## src/rtl/edge_evt_pkg.sv

```systemverilog
// Shared types and limits for the edge-event arbiter.
package edge_evt_pkg;

    localparam int unsigned MAX_CHANNELS = 8;

    typedef enum logic {ST_IDLE, ST_PRESENT} evt_state_t;

endpackage

```

## src/rtl/edge_event_arbiter_cell.sv

```systemverilog
// Per-channel front end: 2-flop synchroniser, previous level, edge pulse and captured level.
module edge_detect_cell (
    input  logic clk,
    input  logic reset,
    input  logic sig_raw,
    output logic evt_edge,
    output logic level
);

    logic sync1_q;
    logic sync2_q;
    logic prev_q;
    logic level_q;

    assign evt_edge = sync2_q ^ prev_q;
    assign level    = level_q;

    // Reset to 0 so an input held high at reset release yields one rising event.
    always_ff @(posedge clk or negedge reset) begin
        if (!reset) begin
            sync1_q <= 1'b0;
            sync2_q <= 1'b0;
            prev_q  <= 1'b0;
            level_q <= 1'b0;
        end else begin
            sync1_q <= sig_raw;
            sync2_q <= sync1_q;
            prev_q  <= sync2_q;
            if (evt_edge) begin
                level_q <= sync2_q;
            end
        end
    end

endmodule

```

## src/rtl/edge_event_arbiter.sv

```systemverilog
// Queues one edge event per channel and serialises them round-robin onto a valid/ready port.
module edge_event_arbiter
    import edge_evt_pkg::*;
#(
    parameter int unsigned CHANNELS = 4,
    parameter int unsigned CW       = $clog2(CHANNELS)
) (
    input  logic                clk,
    input  logic                reset,
    input  logic [CHANNELS-1:0] sig,
    input  logic                evtReady,
    output logic                evtValid,
    output logic [CW-1:0]       evtChannel,
    output logic                evtLevel,
    output logic [CHANNELS-1:0] overrun,
    input  logic [CHANNELS-1:0] clearOverrun
);

    if (CHANNELS < 2 || CHANNELS > MAX_CHANNELS) begin : g_param_check
        $error("edge_event_arbiter: CHANNELS out of range");
    end

    logic [CHANNELS-1:0] edge_vec;
    logic [CHANNELS-1:0] level_vec;
    logic [CHANNELS-1:0] pending_q;
    logic [CHANNELS-1:0] take_vec;
    logic [CW-1:0]       last_q;
    logic [CW-1:0]       grant;
    logic                found;
    logic                take;
    int unsigned         idx;
    evt_state_t          state_q;

    for (genvar i = 0; i < CHANNELS; i++) begin : g_cell
        edge_detect_cell u_cell (
            .clk      (clk),
            .reset    (reset),
            .sig_raw  (sig[i]),
            .evt_edge (edge_vec[i]),
            .level    (level_vec[i])
        );
    end

    // Round-robin search starting just after the last granted channel.
    always_comb begin
        found = 1'b0;
        grant = '0;
        idx   = 0;
        for (int unsigned k = 1; k <= CHANNELS; k++) begin
            idx = (32'(last_q) + k) % CHANNELS;
            if (!found && pending_q[CW'(idx)]) begin
                found = 1'b1;
                grant = CW'(idx);
            end
        end
    end

    assign take = found && (state_q == ST_IDLE || evtReady);

    always_comb begin
        take_vec = '0;
        if (take) begin
            take_vec[grant] = 1'b1;
        end
    end

    // A new edge on a channel being loaded re-arms it without counting as an overrun.
    always_ff @(posedge clk or negedge reset) begin
        if (!reset) begin
            pending_q <= '0;
            overrun   <= '0;
        end else begin
            pending_q <= (pending_q & ~take_vec) | edge_vec;
            overrun   <= (overrun & ~clearOverrun) | (edge_vec & pending_q & ~take_vec);
        end
    end

    always_ff @(posedge clk or negedge reset) begin
        if (!reset) begin
            state_q    <= ST_IDLE;
            evtValid   <= 1'b0;
            evtChannel <= '0;
            evtLevel   <= 1'b0;
            last_q     <= CW'(CHANNELS - 1);
        end else begin
            if (take) begin
                state_q    <= ST_PRESENT;
                evtValid   <= 1'b1;
                evtChannel <= grant;
                evtLevel   <= level_vec[grant];
                last_q     <= grant;
            end else if (state_q == ST_PRESENT && evtReady) begin
                state_q  <= ST_IDLE;
                evtValid <= 1'b0;
            end
        end
    end

endmodule

```

## config.mk

```make
export PLATFORM = sky130hd
export DESIGN_NAME = edge_event_arbiter
export DESIGN_NICKNAME = d
export VERILOG_FILES = /design/src/rtl/edge_evt_pkg.sv /design/src/rtl/edge_event_arbiter_cell.sv /design/src/rtl/edge_event_arbiter.sv
export SDC_FILE = /design/constraint.sdc
export NUM_CORES = 1
export LEC_CHECK = 0
export ABC_CLOCK_PERIOD_IN_PS = 2400
export CAP_MARGIN = 0
export CORE_MARGIN = 10
export CORE_UTILIZATION = 50
export CTS_BUF_LIST = sky130_fd_sc_hd__clkbuf_4 sky130_fd_sc_hd__clkbuf_8 sky130_fd_sc_hd__clkbuf_16
export CTS_CLUSTER_SIZE = 24
export DETAILED_ROUTE_END_ITERATION = 10
export PLACE_DENSITY = 0.8
export SLEW_MARGIN = 10
export SYNTH_ARGS = -nofsm -noshare
export SYNTH_HDL_FRONTEND = slang
export SYNTH_SLANG_ARGS = --single-unit
export TNS_END_PERCENT = 5
```

## constraint.sdc

```tcl
create_clock -name clk -period 2.4 [get_ports clk]
set_input_delay 0.24 -clock clk [delete_from_list [all_inputs] [get_ports clk]]
set_output_delay 0.24 -clock clk [all_outputs]
set_load 0.05 [all_outputs]
```

Word level (Yosys, flattened, before mapping)

Index checks and enable logic that the tools add are counted.

Output and inout port bits: 8
Register bits after elaboration: 30

Reduce and logical (&&, ||, !) cells: 11
Bitwise operators: 13
Magnitude comparators: 6
$add $sub $neg: 4
Muxes and demuxes: 23

Operator list:

| cell                | number |
|---|---|
| $and 4x4->4         | 4 |
| $lt 2x3->1 const B  | 5 |
| $mux 1              | 12 |
| $bmux 1 s2          | 5 |
| $mux 2              | 4 |
| $not 4->4           | 2 |
| $or 4x4->4          | 2 |
| $logic_and 1x1->1   | 6 |
| $add 2x1->2 const B | 2 |
| $add 2x2->2 const B | 2 |
| $mux 4              | 1 |
| $xor 1x1->1         | 4 |
| $logic_not 1->1     | 3 |
| $demux 1 s2         | 1 |
| $ge 2x1->1 const B  | 1 |
| $reduce_bool 2->1   | 1 |
| $logic_or 1x1->1    | 1 |
| $not 1->1           | 1 |

Depth between registers and ports, before layout

Depth after elaboration: 21
Mapped depth: 5
Depth with buffers taken out: 5

Hierarchy

A second synthesis with hierarchy kept.

Cells, all modules: 95
Area, all modules: 1236.2 um^2

By module, submodules not included:

| module             | cells an instance | times used | seq. area each (um^2) | area an instance (um^2) |
|---|---|---|---|---|
| edge_event_arbiter | 63                | 1          | 352.8                 | 750.7 |
| edge_detect_cell   | 8                 | 4          | 100.1                 | 121.4 |

Least setup slack after synthesis

Ideal clock, no wire load.

Kind: register -> register
Start: register last_q[1]
End: register evtLevel
Stages on the path, launching flop included: 6
Buffers on the path: 0
Data arrival time: 1426 ps
Clock period less this slack: 1507 ps
Setup slack: 893 ps
Path through: dfstp_2 -> mux2i_1 -> o22ai_1 -> o21ba_4 -> mux2_4 -> o211ai_2

Longest elaborated chain between the ends: 15
Elaborated cells between the ends (all ways): 29
Classes of those cells: 4 x add/sub; 18 x mux; 7 x reduce/logical

RTL lines:

| element                      | RTL line                 | RTL |
|---|---|---|
| start: declaration           | edge_event_arbiter.sv:27 | `logic [CW-1:0] last_q;` |
| start signal: assignment     | edge_event_arbiter.sv:84 | `last_q <= CW'(CHANNELS - 1);` |
| start signal: assignment     | edge_event_arbiter.sv:91 | `last_q <= grant;` |
| $add 2x1->2                  | edge_event_arbiter.sv:50 | `idx = (32'(last_q) + k) % CHANNELS;` |
| $bmux 1 s2                   | edge_event_arbiter.sv:51 | `if (!found && pending_q[CW'(idx)]) begin` |
| $mux 1 (not written as such) | edge_event_arbiter.sv:51 |  |
| $mux 1                       | edge_event_arbiter.sv:51 |  |
| $logic_not 1->1              | edge_event_arbiter.sv:51 |  |
| $logic_and 1x1->1            | edge_event_arbiter.sv:51 |  |
| $mux 1                       | edge_event_arbiter.sv:51 |  |
| $logic_not 1->1              | edge_event_arbiter.sv:51 |  |
| $logic_and 1x1->1            | edge_event_arbiter.sv:51 |  |
| $mux 1                       | edge_event_arbiter.sv:51 |  |
| $logic_not 1->1              | edge_event_arbiter.sv:51 |  |
| $logic_and 1x1->1            | edge_event_arbiter.sv:51 |  |
| $mux 2                       | edge_event_arbiter.sv:51 |  |
| $bmux 1 s2                   | edge_event_arbiter.sv:90 | `evtLevel <= level_vec[grant];` |
| $mux 1 (not written as such) | edge_event_arbiter.sv:90 |  |
| end signal: assignment       | edge_event_arbiter.sv:90 |  |
| end: declaration             | edge_event_arbiter.sv:14 | `output logic evtLevel,` |

Several ways; a longest one is shown, not always the timed one. The select of a mux whose other input is x is not followed.
A chain may end at the register's enable or synchronous reset.

==> qor.txt <==
Simple-Gate Fraction of Synth Area - 14.0%
Peak Freq - 0.563 GHz
Syn Nets - 108
final slew viol count - 0
design area - 0.00145 sq mm
Startpoint Class - register
Avg Cell Area, Syn - 11.9 sq um
initial core utilization - 52.4%
layout cells sized above 1 - 16.1%
Final Cycle Share - 74.1%
wire per inst - 14.2 um
hold slack - 0.285 ns
number of diodes - 0
FP Rows - 17
largest family of logic cells by synthesized area - simple AND/OR/NAND/NOR gates
Die ar. - 0.00464 sq mm
core area - 0.00221 sq mm
Reg2Reg Depth - 5
largest net degree at the start of global routing - 31
post-cts resize count - 0
vias in the first global route - 863
area grow syn2layout - 24.7%
initial antenna violation count - 0
area of the multi-input gates - 387 sq um
WS Path Type - reg2out
Gate Count Post-Synth - 97
CTS Sinks - 30
Global Route Usage Sum - 11.5%
Vias - 789
mux share of post-synthesis cell area - 3.02%
post-DP HPWL - 1.59 mm
CTS tree - done
CP max FO - 4
Synth Cell Area - 0.00116 sq mm
RSZ-0062 raised after global routing - no
worst reg2reg startpoint - last_q[1]
final hold vios - 0
CTS Buf Count - 5
CTS Hold Bufs - 0
worst min path class - in2async
GPL Wtd Cong - 0.837
Setup crit end kind - primary output
Max VDD drop - 0.748 mV
root buffer cell - clkbuf_4
Synth Area in Compound Gates - 13.3%
Placed Area - 0.00138 sq mm
DRT iter0 DRCs - 36
most frequent cells in the layout - dfrtp_1, clkdlybuf4s50_1, nand2_1
slowest stage cell, crit path - clkdlybuf4s50_1
most common cell after layout, fill and taps aside - dfrtp_1
Yosys reg bits - 30
Max clock buf depth - 2
Yosys warning count - 0
CP delay by family, top - buffers and inverters
die outline width - 68.1 um
Storage cell area - 753 sq um
buffers added on ports - 18
worst slew pin tran - 0.507 ns
later-pin clock latency in the skew report - 0.32 ns
H-Tree Depth - 2
die height - 68.1 um
Post-Synth XOR/XNOR Area - 3.02%
worst-path cell chain - clkdlybuf4s50_1
Max-Cap Viols - 0
clk slew on worst S/H paths - 0.09 ns
post-synth cell types - 25
Pwr Density - 1300 mW/mm^2
Post-route DRC - 0
post-layout min period - 1.78 ns
CP peak stage delay - 0.82 ns
# IOs - 19
worst slew margin relative to its limit - 66.1%
Critical Path AT - 1.54 ns
Setup WS pre-CTS - 0.597 ns
WP buf/inv - 1
status - completed
clk_skew - 0.00555 ns
Setup-failing EPs final - 0
Pre-antenna DRT Iters - 4
post-placement cell count - 144
Via-to-Cell Ratio - 5.19
register area share after synthesis - 65.0%
setup TNS - 0 ns
first-pass GRT wire length - 3.93 mm
DRT Wirelength - 2.16 mm
Congestion Overflow GR - 0
FILL cells - 185
setup bufs post-CTS - 0
post-route non-filler standard cell count - 152
final worst setup slack - 0.622 ns
post-route ant nets - 0
Data required, critical path - 2.16 ns
flop2flop setup slack - 0.70 ns
leakage - 0.630 nW
Nets - 134
worst r2r dst - evtLevel
Adder-Cell Fraction of Synth Area - 0%
[through the flow]
step	total power, mW	utilization, %
after detailed placement	1.57	62.4
after global placement	1.54	62.4
after global routing	2.01	65.3
after floorplan	1.32	-
after CTS	1.89	65.3
final	1.87	65.3
[cells by family (layout without fill, tap and decap cells)]
| family | after synthesis | in the layout |
|---|---|---|
| compound gates | 21 | 21 |
| xor+xnor | 4 | 4 |
| buf+inv | 5 | 32 |
| flops | 30 | 30 |
| mux | 3 | 3 |
| simple gates | 34 | 34 |
[layout make-up]
| type | instances | share of cell area [%] |
|---|---|---|
| Tap cell | 28 | 2.42 |
| Clock buffer | 7 | 4.07 |
| Timing Repair Buffer | 19 | 13.0 |
| Clock inverter | 1 | 0.346 |
| Inverter | 5 | 1.30 |
| Multi-Input combinational cell | 62 | 26.8 |
| Sequential cell | 30 | 52.1 |
[state kept, by name (all words and copies together) (netlist names)]
signal	flops
state_q	1
g_cell.u_cell.sync1_q	4
g_cell.u_cell.sync2_q	4
last_q	2
evtLevel	1
g_cell.u_cell.level	4
evtChannel	2
overrun	4
pending_q	4
g_cell.u_cell.prev_q	4
[worst max path at each step]
stage / endpoint / start / depth (start not counted)
CTS: evtValid / state_q / 1
global route: overrun[1] / last_q[0] / 5
finish: evtValid / state_q / 1
detailed placement: overrun[1] / evtReady / 6
global placement: overrun[1] / evtReady / 6
floorplan: evtLevel / last_q[1] / 5
[routing by layer]
| layer | global-route usage, % | up-vias | part of all wire, % |
|---|---|---|---|
| li1 | - | 376 | - |
| met1 | 12.5 | 389 | 39 |
| met2 | 18.0 | 18 | 50 |
| met3 | 6.53 | 6 | 8.4 |
| met4 | 5.28 | 0 | 2.2 |
| met5 | 0 | - | 0 |
[power breakdown]
group	internal (mW)	switching (mW)
Combinational	0.329	0.472
Clock	0.153	0.161
Sequential	0.640	0.117
[Yosys cell counts]
cell type,instances,area share [%]
a21boi_1,1,0.65
a21o_1,1,0.65
a21oi_1,2,0.86
and3b_2,1,0.86
dfrtp_1,28,60
dfstp_2,2,4.5
inv_1,5,1.6
mux2_4,1,1.3
mux2i_1,2,1.7
nand2_1,16,5.2
nand2b_1,1,0.54
nand2b_2,2,1.5
nand3_1,2,0.86
nor2_1,9,2.9
nor2b_1,1,0.54
nor4_2,1,1.1
o211ai_2,1,1.1
o21ai_0,6,2.6
o21ai_1,2,0.86
o21ba_4,1,1.4
o21bai_1,1,0.65
o22ai_1,5,2.7
o31ai_4,1,1.8
or2_2,1,0.54
xnor2_1,4,3.0
Note: power is estimated with default switching activity, not from simulation.
